`src/rtl/booth_pkg.sv`:
```
// -----------------------------------------------------------------------------
// booth_pkg
// Shared definitions for the sequential radix-2 Booth multiplier:
//   - state_t      : FSM state encoding (IDLE, CALC)
//   - BOOTH_W      : operand width (16)
//   - PROD_W       : product width (32)
//   - CNT_W        : step counter width (holds 0..16)
//   - CODE_ADD/SUB : Booth codes {Q[0], q_1} that trigger +M / -M
//   - low_bits_equal() : helper for the optional early-termination logic
// -----------------------------------------------------------------------------
package booth_pkg;

  localparam int BOOTH_W = 16;
  localparam int PROD_W  = 32;
  localparam int CNT_W   = 5;

  localparam logic [1:0] CODE_ADD = 2'b01;
  localparam logic [1:0] CODE_SUB = 2'b10;

  typedef enum logic {
    IDLE = 1'b0,
    CALC = 1'b1
  } state_t;

  // True when bits[n-1:0] are all zeros or all ones (n in 1..16).
  function automatic logic low_bits_equal(input logic [BOOTH_W-1:0] bits,
                                          input logic [CNT_W-1:0]   n);
    logic [BOOTH_W:0]   mask_wide;
    logic [BOOTH_W-1:0] mask;
    mask_wide = (17'd1 << n) - 17'd1;
    mask      = mask_wide[BOOTH_W-1:0];
    return ((bits & mask) == '0) || ((bits | ~mask) == '1);
  endfunction

endpackage

```
`src/rtl/booth_addsub.sv`:
```
// -----------------------------------------------------------------------------
// booth_addsub
// Arithmetic half of one Booth step: selects +M or ~M through mux2_1_16b,
// sign-extends the selected value to 17 bits and adds it to A with a carry-in
// equal to the select (so ~M + 1 = -M). For codes 00/11 A passes through.
// The arithmetic right shift is done by the caller.
// Ports:
//   i_a    : 17-bit partial accumulator A
//   i_m    : 16-bit signed multiplicand M
//   i_code : Booth code {Q[0], q_1}
//   o_a    : A after the add/subtract (before the shift)
// -----------------------------------------------------------------------------
module booth_addsub
  import booth_pkg::*;
(
  input  logic [BOOTH_W:0]   i_a,
  input  logic [BOOTH_W-1:0] i_m,
  input  logic [1:0]         i_code,
  output logic [BOOTH_W:0]   o_a
);

  logic               w_sel;
  logic [BOOTH_W-1:0] w_m_n;
  logic [BOOTH_W-1:0] w_opnd16;
  logic [BOOTH_W:0]   w_opnd17;
  logic [BOOTH_W:0]   w_sum;

  assign w_sel = (i_code == CODE_SUB);
  assign w_m_n = ~i_m;

  mux2_1_16b u_opnd_mux (
    .i_sel (w_sel),
    .i_in1 (i_m),
    .i_in2 (w_m_n),
    .o_y   (w_opnd16)
  );

  // Bit 16 is the sign of the selected 16-bit value, so -(-32768) = +32768
  // is representable in the 17-bit A.
  assign w_opnd17 = {w_opnd16[BOOTH_W-1], w_opnd16};
  assign w_sum    = i_a + w_opnd17 + {{BOOTH_W{1'b0}}, w_sel};

  assign o_a = ((i_code == CODE_ADD) || (i_code == CODE_SUB)) ? w_sum : i_a;

endmodule

```
`src/rtl/mux2_1_16b.sv`:
```
// -----------------------------------------------------------------------------
// mux2_1_16b
// 16-bit 2:1 operand-select mux feeding the accumulator adder.
// Ports:
//   i_sel  : 0 selects i_in1, 1 selects i_in2
//   i_in1  : first data input
//   i_in2  : second data input
//   o_y    : selected value
// -----------------------------------------------------------------------------
module mux2_1_16b (
  input  logic        i_sel,
  input  logic [15:0] i_in1,
  input  logic [15:0] i_in2,
  output logic [15:0] o_y
);

  assign o_y = i_sel ? i_in2 : i_in1;

endmodule

```
`src/rtl/booth_seq_mult.sv`:
```
// -----------------------------------------------------------------------------
// booth_seq_mult
// Sequential radix-2 Booth multiplier, 16x16 signed -> 32 signed, for the FIR
// tap MAC. One Booth step per clock in CALC; 16 steps per multiply.
// Ports:
//   clk          : system clock, rising edge
//   rst          : asynchronous active-high reset
//   start        : multiply request, sampled only in IDLE
//   multiplicand : signed M (coefficient), captured on accept
//   multiplier   : signed Q (sample), captured on accept
//   busy         : high while in CALC
//   done         : one-cycle pulse when product is updated
//   product      : signed M*Q, held until the next completion
// Build option:
//   BOOTH_SKIP_EN : early termination. When the multiplier bits not yet
//                   consumed are all equal, the rest of the steps are pure
//                   shifts; the whole remaining shift is done in one cycle
//                   and the multiply completes. Products are identical.
// -----------------------------------------------------------------------------
module booth_seq_mult
  import booth_pkg::*;
(
  input  logic               clk,
  input  logic               rst,
  input  logic               start,
  input  logic [BOOTH_W-1:0] multiplicand,
  input  logic [BOOTH_W-1:0] multiplier,
  output logic               busy,
  output logic               done,
  output logic [PROD_W-1:0]  product
);

  state_t             r_state;
  logic [BOOTH_W:0]   r_a;
  logic [BOOTH_W-1:0] r_q;
  logic               r_q1;
  logic [BOOTH_W-1:0] r_m;
  logic [CNT_W-1:0]   r_cnt;

  logic [1:0]         w_code;
  logic [BOOTH_W:0]   w_a_arith;
  logic [BOOTH_W:0]   w_a_step;
  logic [BOOTH_W-1:0] w_q_step;
  logic               w_skip;
  logic [BOOTH_W:0]   w_fin_a;
  logic [BOOTH_W-1:0] w_fin_q;
  logic               w_last;

  assign w_code = {r_q[0], r_q1};

  booth_addsub u_addsub (
    .i_a    (r_a),
    .i_m    (r_m),
    .i_code (w_code),
    .o_a    (w_a_arith)
  );

  // Arithmetic right shift of {A, Q, q_1} by one, replicating A[16].
  assign w_a_step = {w_a_arith[BOOTH_W], w_a_arith[BOOTH_W:1]};
  assign w_q_step = {w_a_arith[0], r_q[BOOTH_W-1:1]};

`ifdef BOOTH_SKIP_EN
  // r_q[r_cnt-1:0] are the multiplier bits not yet consumed. The current pair
  // {Q[0], q_1} may still need an add/sub, so that is always applied; if the
  // unconsumed bits are all equal, every later pair is 00 or 11 and the
  // remaining r_cnt shifts collapse into one barrel shift of {A, Q}.
  logic signed [2*BOOTH_W:0] w_pair;
  logic signed [2*BOOTH_W:0] w_pair_sh;

  assign w_pair    = {w_a_arith, r_q};
  assign w_pair_sh = w_pair >>> r_cnt;
  assign w_skip    = (r_state == CALC) && low_bits_equal(r_q, r_cnt);
  assign w_fin_a   = w_skip ? w_pair_sh[2*BOOTH_W:BOOTH_W] : w_a_step;
  assign w_fin_q   = w_skip ? w_pair_sh[BOOTH_W-1:0]       : w_q_step;
`else
  assign w_skip  = 1'b0;
  assign w_fin_a = w_a_step;
  assign w_fin_q = w_q_step;
`endif

  // The step taken while r_cnt==1 is the 16th and final one.
  assign w_last = (r_cnt == CNT_W'(1)) || w_skip;

  always_ff @(posedge clk or posedge rst) begin
    if (rst) begin
      r_state <= IDLE;
      r_a     <= '0;
      r_q     <= '0;
      r_q1    <= 1'b0;
      r_m     <= '0;
      r_cnt   <= '0;
      busy    <= 1'b0;
      done    <= 1'b0;
      product <= '0;
    end else begin
      done <= 1'b0;
      case (r_state)
        IDLE: begin
          if (start) begin
            r_a     <= '0;
            r_q     <= multiplier;
            r_q1    <= 1'b0;
            r_m     <= multiplicand;
            r_cnt   <= CNT_W'(BOOTH_W);
            r_state <= CALC;
            busy    <= 1'b1;
          end
        end
        CALC: begin
          // After any number of pure shifts the last bit shifted out of Q
          // equals the current Q[0], so q_1 follows Q[0] in both paths.
          r_q1 <= r_q[0];
          if (w_last) begin
            r_a     <= w_fin_a;
            r_q     <= w_fin_q;
            r_cnt   <= '0;
            r_state <= IDLE;
            busy    <= 1'b0;
            done    <= 1'b1;
            product <= {w_fin_a[BOOTH_W-1:0], w_fin_q};
          end else begin
            r_a   <= w_a_step;
            r_q   <= w_q_step;
            r_cnt <= r_cnt - 1'b1;
          end
        end
        default: r_state <= IDLE;
      endcase
    end
  end

endmodule

```
`config.mk`:
```
export PLATFORM = sky130hd
export DESIGN_NAME = booth_seq_mult
export DESIGN_NICKNAME = d
export VERILOG_FILES = /design/src/rtl/booth_pkg.sv /design/src/rtl/booth_addsub.sv /design/src/rtl/mux2_1_16b.sv /design/src/rtl/booth_seq_mult.sv
export SDC_FILE = /design/constraint.sdc
export NUM_CORES = 1
export LEC_CHECK = 0
export ABC_AREA = 0
export CAP_MARGIN = 20
export CELL_PAD_IN_SITES_DETAIL_PLACEMENT = 1
export CELL_PAD_IN_SITES_GLOBAL_PLACEMENT = 2
export CORE_MARGIN = 1
export CORE_UTILIZATION = 31
export CTS_CLUSTER_DIAMETER = 120
export DETAILED_ROUTE_END_ITERATION = 6
export HOLD_SLACK_MARGIN = 0.02
export PLACE_DENSITY_LB_ADDON = 0.2
export SETUP_SLACK_MARGIN = 0.3
export SLEW_MARGIN = 25
export SYNTH_ARGS = -nofsm -noshare
export SYNTH_HDL_FRONTEND = slang
export SYNTH_SLANG_ARGS = --single-unit
```
`constraint.sdc`:
```
create_clock -name clk -period 3.1 [get_ports clk]
set_input_delay 0.465 -clock clk [delete_from_list [all_inputs] [get_ports clk]]
set_output_delay 0.465 -clock clk [all_outputs]
set_load 0.05 [all_outputs]
```
* Word level (Yosys, flattened, before mapping)
Index checks and enable logic that the tools add are counted.
** Operators by class
- Equality and inequality tests :: 5
- Add/subtract/negate cells :: 3
- Multiplexer cells :: 19
- Bitwise logic cells :: 2
- Reductions and logical operators :: 4
** Operators by type and width (count)
- 2-to-1 mux 17 bit :: 2
- case mux 17 bit (2 select lines) :: 1
- 2-to-1 mux 16 bit :: 2
- case mux 16 bit (2 select lines) :: 1
- adder 17 x 1 -> 17 bit :: 1
- adder 17 bit :: 1
- NOT 16 bit :: 1
- 2-to-1 mux 5 bit :: 2
- case mux 5 bit (2 select lines) :: 1
- 2-to-1 mux 1 bit :: 7
- case mux 1 bit (2 select lines) :: 3
- AND reduction 2 bit :: 3
- == test 5 x 1 -> 1 bit, second input constant :: 1
- subtractor 5 x 1 -> 5 bit, second input constant :: 1
- == test 2 x 1 -> 1 bit, second input constant :: 1
- == test 2 bit, second input constant :: 1
- != test 2 x 1 -> 1 bit, second input constant :: 1
- != test 2 bit, second input constant :: 1
- logical OR 1 bit :: 1
- NOT 1 bit :: 1
** Word-level totals
- Logic and storage cells :: 42
- Bits in registers :: 90
- Output and inout port bits :: 34
- Input bits :: 35

* Logic depth before layout (Yosys ltp)
- Depth in word-level cells :: 6
- Mapped depth :: 12
- Gate-level depth less buffers :: 10

* By module
From an unflattened synthesis, not the netlist that was laid out.
** Unflattened totals
- Cells, all modules :: 474
- Area, all modules :: 4948.5 µm²
** By module, submodules not included
- booth_seq_mult :: times used 1, area an instance 3580.9 µm², sequential area each 2227.1 µm², cells each 282
- booth_addsub :: times used 1, area an instance 1118.6 µm², sequential area each 0.0 µm², cells each 174
- mux2_1_16b :: times used 1, area an instance 249.0 µm², sequential area each 0.0 µm², cells each 18

* Worst setup path after synthesis
No wires, ideal clock.
- Path type :: reg-to-reg
- Start :: register r_q1
- End :: register product[27]
- Arrival :: 2.921 ns
- Clock period less this slack :: 3.046 ns
- Slack :: 0.054 ns
- Setup time :: 0.125 ns
- Path buffers :: 2
- Cell stages (with the launch flop) :: 13
- Data required time :: 2.975 ns
- Cells stage by stage :: dfrtp_1 -> inv_1 -> ha_1 -> buf_6 -> clkbuf_1 -> xor2_1 -> fa_1 -> a21oi_1 -> o211ai_1 -> a311oi_1 -> xor2_1 -> o21ai_1 -> mux2_2
** On the way
- Cells in the longest elaborated chain, start to end :: 5
- Elaborated cells on any way between the ends :: 7
- Classes of those cells :: add/sub (2); eq/ne (2); mux (2); reduce/logical (1)
** Ends and longest elaborated chain
- start: declaration :: line booth_seq_mult.sv:36 : logic r_q1;
- start signal: assignment :: line booth_seq_mult.sv:112 : r_q1 <= r_q[0];
- == test 2 bit :: line booth_addsub.sv:28, booth_addsub.sv:43
- 2-to-1 mux 16 bit :: line mux2_1_16b.sv:17 : assign o_y = i_sel ? i_in2 : i_in1;
- adder 17 bit :: line booth_addsub.sv:41 : assign w_sum = i_a + w_opnd17 + {{BOOTH_W{1'b0}}, w_sel};
- adder 17 x 1 -> 17 bit :: line booth_addsub.sv:41
- 2-to-1 mux 17 bit (*) :: line booth_addsub.sv:43 : assign o_a = ((i_code == CODE_ADD) || (i_code == CODE_SUB)) ? w_sum : i_a;
- end signal: assignment :: line booth_seq_mult.sv:120 : product <= {w_fin_a[BOOTH_W-1:0], w_fin_q};
- end: declaration :: line booth_seq_mult.sv:30 : output logic [PROD_W-1:0] product
Every way passes the cells marked *; elsewhere a longest branch is shown, timed or not.
A chain may end at the register's enable or synchronous reset.

* Final worst setup path
- Start :: register r_q1
- End :: register product[22]
Same word-level chain as after synthesis.

==> qor.txt <==
CP Data Arrival Time = 2.99 ns
violated checks = DRC
# DRC = 6
CP Launch Point = r_q1
die extent in x = 125 um
CTS sink cnt = 89
slack of the worst reg-to-reg path = 0.35 ns
Slew @ Worst Pin = 0.711 ns
Core Rows = 44
Hold Path Sink = product[5]
die area = 15,600 um2
Die Height = 125 um
Synth Instances = 478
Cell Area, Synth = 4670 um2
R2R depth = 10
syn_nets = 532
final wirelength = 12,900 um
Synthesis Warnings = 0
DRT antenna net count = 0
CORE AREA = 14,600 um2
Syn Area/Cell = 9.77 um2
final weighted congestion in routability-driven placement = 0.794
largest net degree at the start of global routing = 90
fmax = 0.363 GHz
wire length per cell = 17.3 um
CTS tree = done
Overall Global Routing Usage = 17.2%
count of final setup violators = 0
Starting Density = 31.9%
layout cells sized above 1 = 18.1%
critical path class = reg -> reg
final slew viol count = 0
htree depth = 3
post-DP HPWL = 8660 um
flops & latches, synth = 89
Min-Delay Path Depth = 2
number of enable flip-flop cells after synthesis = 0
commonest non-fill, non-tap cell in the layout = nand2_1
Hold WC Path Type = reg -> reg
Root Buffer = clkbuf_16
min Tclk post-route = 2.75 ns
startpoint types = flip-flop
Netlist cell types = 50
setup TNS = 0 ns
top fanout value on the critical path = 8
Pre-antenna DRT Iters = 6
Initial DRC Count = 123
NumNets Final = 611
top_reg_cell synth = dfrtp_1
number of I/O port buffers = 68
Final Skew = 0.00562 ns
R2R Path Start = r_q1
RSZ-0062 raised after global routing = true
Multi-input gate area = 2530 um2
Tcrit/Tclk final = 88.9%
vias = 3,739
final hold viol count = 0
I/O pin cnt = 69
clk_lat worst skew = 0.35 ns
most frequent cells in the layout = nand2_1 (103), dfrtp_1 (89), clkdlybuf4s50_1 (68)
Sequential Area = 2230 um2
outcome = complete, but fails checks
Area growth syn-to-layout = 33.0%
clk slew on worst S/H paths = 0.07 ns
GRT overflow = 0
critical path endpoint category = flip-flop
fill cell count = 1,656
clock buffer depth = 2
drt via density = 5.01
FFs w/ async S/R, synth = 100%
vias in the first global route = 3,889
sequential share of the synthesized area = 47.7%
Ant. Diodes = 0
first-pass GRT wire length = 20,900 um
WP data required = 3.34 ns
Max-Cap Viols = 0
hold_buf cts = 0
Slew HR = 52.6%
total CTS buffers = 9
initial antenna violation count = 0
hold_sp = product[5]
R2R Path End = product[22]
## critical path, cell delays in order, from the launching register on
cell	delay, ns
dfrtp_1	0.38
inv_2	0.08
ha_4	0.26
xor2_4	0.19
ha_4	0.25
a21o_1	0.20
a311o_1	0.41
a221oi_4	0.25
xor2_1	0.24
o21ai_2	0.10
mux2_2	0.27
## cells in the mapped netlist, types with 3 or more instances
master,count,area [um2]
o21ai_0,36,180
nor3b_1,4,30.0
a22o_1,3,26.3
or3_1,3,18.8
o211ai_1,5,37.5
nand3b_1,3,22.5
o31ai_1,3,22.5
nand2b_1,3,18.8
buf_1,3,11.3
o21ai_1,4,20.0
a31oi_1,4,25.0
xor2_1,19,166
xnor2_1,8,70.1
o22ai_1,5,31.3
dfrtp_1,89,2230
nor3_1,7,35.0
inv_1,9,33.8
nor2_1,14,52.6
mux2_2,22,248
a21o_1,3,22.5
mux2i_1,22,220
nand3_1,11,55.1
nor2b_1,4,25.0
and3_1,3,18.8
buf_2,3,15.0
a21oi_1,21,105
ha_1,18,225
nand2_1,103,387
clkbuf_1,19,71.3
## repair_timing
item                       4_1_cts  5_1_grt
pin swaps                        3       18
buffers inserted                 2       11
gates resized for setup          3       38
setup endpoints to repair       16       15
## routing by layer
layer / wire, um / track usage [%]
met5: 0 / 0
met4: 250 / 6.54
met3: 386 / 3.95
met2: 6290 / 27.8
met1: 5980 / 22.4
## state kept, by name, summed over array words and instances, names as in the netlist
signal   cells
product     32
r_a         16
r_m         16
r_q         16
r_cnt        5
busy         1
done         1
r_q1         1
r_state      1
## cell families after synthesis
logic type	after synthesis	synth area share [%]
mux	44	10.0
fa+ha+maj	19	5.25
buf+inv	36	3.13
xor+xnor	27	5.06
flops	89	47.7
simple gates	160	15.0
compound gates	103	13.8
## how the worst max path moves through the flow
| stage | to | cells after the start |
|---|---|---|
| floorplan | product[22] | 11 |
| global placement | product[27] | 11 |
| detailed placement | product[27] | 11 |
| CTS | r_a[13] | 11 |
| global route | product[22] | 10 |
| finish | product[22] | 10 |
## per-stage QoR
stage | setup slack, ns | util, % | hold slack (ns) | area, um2 | instances
floorplan | 0.308 | - | 0.453 | 4680 | 478
global placement | 0.148 | 38.3 | 0.461 | 5600 | 717
detailed placement | 0.0867 | 38.3 | 0.465 | 5610 | 717
CTS | 0.300 | 40.4 | 0.483 | 5920 | 735
global route | 0.222 | 42.4 | 0.504 | 6210 | 746
finish | 0.346 | 42.4 | 0.475 | 6210 | 746
## cell type report
class / instances / share of cell area [%]
sequential: 89 / 35.8
clock buffer: 10 / 3.85
timing repair buffer: 94 / 14.6
multi-input combinational: 353 / 40.7
clock inverter: 6 / 0.685
inverter: 10 / 0.624
tap: 184 / 3.71
Power is not shown: default switching activity piles up to over one toggle a cycle in this logic, so the estimate is an artifact.
